[src/rtl/rv_halt_dump.sv]
// rv_halt_dump: halts the core on a SYSTEM instruction or a cycle timeout, then streams out the register file over valid/ready
module rv_halt_dump #(
  parameter int XLEN            = 32,
  parameter int NREGS           = 32,
  parameter int IDX_W           = 5,
  parameter int CNT_W           = 32,
  parameter int TIMEOUT         = 40,
  parameter int HALT_ON_EBREAK  = 1,
  parameter int HALT_ANY_SYSTEM = 0
) (
  input  logic             clk,
  input  logic             rst,
  input  logic [31:0]      inst,
  input  logic             inst_valid,
  output logic [IDX_W-1:0] rd_addr,
  input  logic [XLEN-1:0]  rd_data,
  output logic             halt,
  output logic [1:0]       halt_cause,
  output logic [CNT_W-1:0] cycle_count,
  output logic             dump_valid,
  input  logic             dump_ready,
  output logic [IDX_W-1:0] dump_idx,
  output logic [XLEN-1:0]  dump_data,
  output logic             done
);
  localparam logic [1:0] RUN  = 2'd0;
  localparam logic [1:0] DUMP = 2'd1;
  localparam logic [1:0] DONE = 2'd2;
  localparam logic [IDX_W-1:0] LAST = IDX_W'(NREGS - 1);
  localparam logic [31:0] ECALL  = 32'h00000073;
  localparam logic [31:0] EBREAK = 32'h00100073;
  logic [1:0]       state;
  logic [CNT_W-1:0] cnt_next;
  logic             is_ecall, is_ebreak, is_tmo, xfer;
  always_comb begin
    cnt_next  = &cycle_count ? cycle_count : cycle_count + 1'b1;
    is_ebreak = inst_valid && HALT_ON_EBREAK != 0 && inst == EBREAK;
    is_ecall  = inst_valid && (inst == ECALL ||
                (HALT_ANY_SYSTEM != 0 && inst[6:0] == 7'b1110011 && inst != EBREAK));
    is_tmo    = TIMEOUT != 0 && cnt_next == CNT_W'(TIMEOUT);
    xfer      = state == DUMP && dump_valid && dump_ready;
    rd_addr   = (state == DUMP && dump_idx != LAST) ? dump_idx + 1'b1 : '0;
  end
  always_ff @(posedge clk or negedge rst) begin
    if (!rst) begin
      state       <= RUN;
      halt        <= 1'b0;
      halt_cause  <= 2'b00;
      cycle_count <= '0;
      dump_valid  <= 1'b0;
      dump_idx    <= '0;
      dump_data   <= '0;
      done        <= 1'b0;
    end else if (state == RUN) begin
      cycle_count <= cnt_next;
      if (is_ecall || is_ebreak || is_tmo) begin
        state      <= DUMP;
        halt       <= 1'b1;
        halt_cause <= is_ecall ? 2'b01 : is_ebreak ? 2'b10 : 2'b11;
        dump_valid <= 1'b1;
        dump_idx   <= '0;
        dump_data  <= '0;
      end
    end else if (xfer) begin
      if (dump_idx == LAST) begin
        state      <= DONE;
        dump_valid <= 1'b0;
        done       <= 1'b1;
      end else begin
        dump_idx  <= dump_idx + 1'b1;
        dump_data <= rd_data;
      end
    end
  end
endmodule

[config.mk]
export PLATFORM = sky130hd
export DESIGN_NAME = rv_halt_dump
export DESIGN_NICKNAME = d
export VERILOG_FILES = /design/src/rtl/rv_halt_dump.sv
export SDC_FILE = /design/constraint.sdc
export NUM_CORES = 1
export LEC_CHECK = 0
export ABC_CLOCK_PERIOD_IN_PS = 8100
export CAP_MARGIN = 40
export CORE_UTILIZATION = 49
export CTS_CLUSTER_DIAMETER = 200
export CTS_CLUSTER_SIZE = 30
export DETAILED_ROUTE_END_ITERATION = 16
export PLACE_DENSITY_LB_ADDON = 0.2
export SYNTH_ARGS = -nofsm -noshare
export SYNTH_HDL_FRONTEND = slang
export SYNTH_SLANG_ARGS = --single-unit
[constraint.sdc]
create_clock -name clk -period 8.1 [get_ports clk]
set_clock_uncertainty 0.05 [all_clocks]
set_input_delay 1.62 -clock clk [delete_from_list [all_inputs] [get_ports clk]]
set_output_delay 1.62 -clock clk [all_outputs]
set_load 0.005 [all_outputs]
==> impl_metrics.ini, run 1 <==
[outcome]
outcome = completed

[yosys]
synth_top_area_share_pct = 46.3
avgSynthCellArea_sq_um = 8.70
netlist_instances = 466
synth_edf_count = 0
seq_area_frac_synth_pct = 46.3
synth.cell_area_sq_um = 4060
ys.flop_type = dfrtp_1
syn_nets = 537
synth_cell_type_count = 50
async_reset_ff_share_pct = 100
synth_common_cells = nand2_1 (106), dfrtp_1 (75), o21ai_0 (30), nor2_1 (29), nand4_1 (23)
yosys_warnings = 0
ys_top_cells_by_area = dfrtp_1 (46%), nand2_1 (9.8%), xnor2_1 (4.3%)
post-synth-top-area-cell = dfrtp_1
synth_seq_cells = 75
synth.most_common_cell = nand2_1

[grt]
grt_pass1_vias = 3819
grt_pass1_wl_um = 19200
grt_usage_pct = 28.8
grt_overflow_total = 0
antenna_found_initial = 0
grt_start_max_net_pins = 39

[timing]
setup_tns_ns = 0
fmax_ghz = 0.241
setup_violations = 0
relSlewSlack_pct = 44.9
rsz0062_at_grt = no
period_needed_ns = 4.16
slew_viol_final = 0
final-hold-violation-count = 0
timing.hold.ws_ns = 0.430
min_period_over_period_pct = 51.3
tightest_slew_ns = 0.819

[critical_path]
crit_path_start_kind = flop
crit_arrival_ns = 2.49
path_max_fanout = 6
crit_slowest_cell = clkdlybuf4s50_1
path_delay_family = simple AND/OR/NAND/NOR gates
crit_path_end_kind = output port
cpPeakStageDelay_ns = 0.54
crit_top_cell = ha_1
worstSetupPathType = flop to output port
required_ns = 6.43
path_cells = ha_1, and3_1, ha_1, nor2_1, and2_1, o21a_1, clkdlybuf4s50_1
cp_num_buf_inv = 1

[placement]
place_congestion = 0.868
portBuffers = 146
dp_cells = 693
hpwl_um = 9020

[routing]
post-route-drc-count = 0
wl_met2_um = 5840
ant_nets = 0
vias = 4117
first_pass_iters = 5
vias_per_cell = 5.81
initialDrtViolationCount = 311
maxUsedRoutingLayer = met4
wl_met1_um = 4930
routed-wl-met3_um = 1160
wl_per_cell_um = 17.2
drt_wl_total_um = 12200

[pwr]
p_per_area_nw_per_um2 = 151
p_leak_nw = 2.33
max-vdd-ir-drop_uv = 73.9
total_power_uw = 879

[layout]
syn2layout_area_growth_pct = 43.3
final_layout_size_suffix_gt1_share_pct = 5.12
final_cell_count_no_fill = 708
fill_cells = 614
diodes = 0
nets = 673

[die]
die_h_um = 93.0
die_x_um = 93.0
num_rows = 32
pin_count = 147
dieArea_sq_um = 8640
start_util_pct = 51.7
core_area_sq_um = 7850

[clock_tree]
insertion_delay_ns = 0.35
cts.sinks = 75
cts_buffer_depth = 2
h-tree-depth = 3
ctsHoldBuffers = 0
cts_made_buffers = 9
cts.clk_slew.worst_paths_ns = 0.07
cts.repair.resized = 0
postCtsSetupBuffers = 0
clock-root-buffer = clkbuf_8
cts_tree = built

[min_path]
hp-class = flop to flop

[job]
cap_viol_max_count = 0
[flip-flops by register name, indices dropped and copies added (netlist names)]
register	cells
cycle_count	32
done	1
dump_data	32
dump_idx	5
halt	1
halt_cause	2
state	2
[cell usage in the layout, fill, tap and decap left out, types with 5 or more instances in the layout]
cell / netlist / routed
nand2_1: 106 / 106
or3_1: 5 / 5
dfrtp_1: 75 / 75
inv_1: 6 / 6
or4_1: 5 / 5
a211oi_1: 5 / 5
o21ai_0: 30 / 30
clkdlybuf4s50_1: 0 / 145
nor4_1: 12 / 12
nor2_1: 29 / 29
a21oi_1: 5 / 5
xor2_1: 17 / 17
o21ai_1: 9 / 9
xnor2_1: 20 / 20
and3_1: 7 / 7
nor3_1: 14 / 14
nand3_1: 17 / 17
clkbuf_8: 0 / 9
nand4_1: 23 / 23
[worst paths after layout]
kind	endpoint	cells after the start	slack (ns)	startpoint
min in group asynchronous	dump_data[22]$_DFFE_PN0P_	2	1.26	rst
worst min-delay path	done$_DFFE_PN0P_	1	0.43	done$_DFFE_PN0P_
worst min register to register	done$_DFFE_PN0P_	1	0.43	done$_DFFE_PN0P_
max in group asynchronous	cycle_count[7]$_DFFE_PN0P_	3	6.15	rst
worst max-delay path	rd_addr[2]	7	3.94	dump_idx[0]$_DFFE_PN0P_
worst max register to register	dump_data[4]$_DFFE_PN0P_	10	4.20	cycle_count[0]$_DFFE_PN0P_
[cells by family after synthesis]
logic type / count (synthesis) / share of synthesized area [%]
AO/OA/AOI/OAI: 70 / 10.8
XOR/XNOR: 37 / 7.99
adder cells (fa/ha/maj): 3 / 0.926
buffers and inverters: 34 / 3.76
flip-flops: 75 / 46.3
multiplexers: 4 / 1.08
AND/OR/NAND/NOR: 243 / 29.2
[metrics by stage]
stage / util, % / worst slack, ns / instance area (sq um)
final: 74.0 / 3.94 / 5810
after global routing: 74.0 / 3.81 / 5810
after CTS: 74.0 / 3.94 / 5810
after detailed placement: 71.3 / 3.98 / 5600
after global placement: 70.5 / 3.85 / 5530
after floorplan: - / 4.98 / 4060
[layer usage]
| layer | global-route usage (%) | vias up |
|---|---|---|
| met5 | 0 | - |
| met1 | 38.1 | 1960 |
| li1 | - | 1901 |
| met2 | 46.0 | 225 |
| met3 | 6.02 | 31 |
| met4 | 11.9 | 0 |
[where the power goes]
part	total [mW]	switching (mW)	internal (mW)	leakage, nW
sequential	0.413	0.0172	0.395	0.954
clock	0.315	0.142	0.173	0.106
combinational	0.152	0.0556	0.0962	1.27
total	0.879	0.215	0.664	2.33
[layout make-up]
type                       instances  area [sq um]  share of cell area, %
clock buffer                       9           124                   2.13
clock inverter                     6          90.1                   1.55
inverter                           6          22.5                  0.388
multi-input combinational        357          2030                   34.9
sequential                        75          1880                   32.3
tap                              102           128                   2.20
timing repair buffer             153          1540                   26.6
(Power assumes the default switching activity.)
==> run 2: changes to the inputs <==
ABC_CLOCK_PERIOD_IN_PS = 3500   (was 8100)
CORE_UTILIZATION = 41   (was 49)
clock period = 3.5 ns   (was 8.1 ns; I/O delays follow)
==> run 2 against run 1 <==
Against the previous run:
- via count fell by 1.1%
- sequential share of layout area shrank 0.62 points
- utilization fell by 11 points
- critical path type is now flop to flop
==> impl_metrics.ini, run 2 (same netlist as run 1, synthesis figures left out) <==
[outcome]
outcome = completed

[clock_tree]
cts.sinks = 75
ctsHoldBuffers = 0
cts_tree = built
clock-root-buffer = clkbuf_8
cts.clk_slew.worst_paths_ns = 0.08
cts_made_buffers = 9
h-tree-depth = 3
insertion_delay_ns = 0.36
cts_buffer_depth = 2

[routing]
maxUsedRoutingLayer = met4
ant_nets = 0
routed-wl-met3_um = 913
wl_met2_um = 5780
vias = 4071
wl_per_cell_um = 16.3
initialDrtViolationCount = 213
post-route-drc-count = 0
wl_met1_um = 5270
drt_wl_total_um = 12200
vias_per_cell = 5.46
first_pass_iters = 4

[critical_path]
cp_num_buf_inv = 1
crit_slowest_cell = or4_1
worstSetupStartpoint = cycle_count[11]$_DFFE_PN0P_
required_ns = 3.68
crit_path_end_kind = flop
r2r_end = dump_data[28]$_DFFE_PN0P_
cpPeakStageDelay_ns = 0.62
path_delay_family = compound AO/OA/AOI/OAI gates
path_cells = nand4_1, or4_1, o31ai_1, nand4_1, a2111oi_2, o2111a_1, a41o_1, buf_12, o21ai_0
crit_path_start_kind = flop
worst_r2r_path_depth = 9
cp_num_cells = 9
path_max_fanout = 39
reg2reg_slack_ns = 0.13
crit_path_end = dump_data[28]$_DFFE_PN0P_
crit_top_cell = nand4_1
r2r-start = cycle_count[11]$_DFFE_PN0P_
crit_arrival_ns = 3.55
worstSetupPathType = flop to flop

[grt]
grt_pass1_vias = 3829
grt_overflow_total = 0
grt_usage_pct = 24.2
grt_pass1_wl_um = 19100
grt_start_max_net_pins = 56
antenna_found_initial = 0

[die]
die_h_um = 101
pin_count = 147
start_util_pct = 43.1
die_x_um = 101
num_rows = 35
dieArea_sq_um = 10300
core_area_sq_um = 9420

[timing]
tightest_slew_ns = 0.562
final-hold-violation-count = 0
setup_violations = 0
setup_tns_ns = 0
period_needed_ns = 3.37
slew_viol_final = 0
min_period_over_period_pct = 96.3
relSlewSlack_pct = 62.4
fmax_ghz = 0.297
rsz0062_at_grt = no

[layout]
mostFrequentLayoutCell = clkdlybuf4s50_1
syn2layout_area_growth_pct = 46.2
reg_top3 = cycle_count x32, dump_data x32, dump_idx x5
final_layout_size_suffix_gt1_share_pct = 6.97
final_cell_count_no_fill = 746
final_cell_mix = clkdlybuf4s50_1 (145), nand2_1 (106), dfrtp_1 (74)
diodes = 0
nets = 684

[placement]
portBuffers = 146
place_congestion = 0.884
dp_cells = 728
hpwl_um = 9030

[pwr]
p_per_area_nw_per_um2 = 345
max-vdd-ir-drop_uv = 184
p_leak_nw = 2.38

[job]
cap_viol_max_count = 0

[min_path]
hp-class = input port to asynchronous set/reset pin
run 2: power by group:
part | internal [mW] | switching, mW | total (mW)
clock | 0.400 | 0.344 | 0.744
sequential | 0.915 | 0.0377 | 0.953
combinational | 0.223 | 0.126 | 0.349
run 2: repair_timing:
item,CTS,global route
buffers inserted,0,3
endpoints found under the setup margin,0,39
resized for setup,0,1
run 2: how the worst min path moves through the flow:
stage                           from                          to  slack (ns)
floorplan                        rst  cycle_count[0]$_DFFE_PN0P_        0.35
global placement    halt$_DFFE_PN0P_            halt$_DFFE_PN0P_        0.41
detailed placement  halt$_DFFE_PN0P_            halt$_DFFE_PN0P_        0.41
CTS                              rst  cycle_count[2]$_DFFE_PN0P_        0.18
global route                     rst  cycle_count[0]$_DFFE_PN0P_        0.19
finish                           rst  cycle_count[0]$_DFFE_PN0P_        0.18
run 2: layout make-up:
type	count	area (sq um)
Sequential cell	75	1880
Clock buffer	9	124
Tap cell	129	161
Fill cell	836	3490
Clock inverter	6	90.1
Timing Repair Buffer	164	1630
Multi-Input combinational cell	357	2030
Inverter	6	22.5
run 2: worst reg2reg max path, cell delays in order (launching register included):
cell and delay (ns):
dfrtp_1 0.48, nand4_1 0.28, or4_1 0.62, o31ai_1 0.39, nand4_1 0.23, a2111oi_2 0.39, o2111a_1 0.25, a41o_1 0.22
buf_12 0.20, o21ai_0 0.13
run 2: per-layer routing:
metal	GRT usage [%]	vias to the layer above
met5	0	-
met4	8.81	0
met3	4.00	19
met2	39.5	178
met1	32.5	1944
li1	-	1930
run 2: through the flow:
stage	power, mW	instance area [sq um]	hold slack, ns	worst slack, ns	utilization [%]
3_5_place_dp	1.32	5690	0.412	0.0818	60.4
6_report	2.05	5930	0.176	0.129	63.0
4_1_cts	2.06	5900	0.184	0.0698	62.7
2_1_floorplan	1.06	4060	0.354	0.404	-
5_1_grt	2.13	5930	0.193	0.00800	63.0
3_3_place_gp	1.31	5660	0.408	0.155	60.1
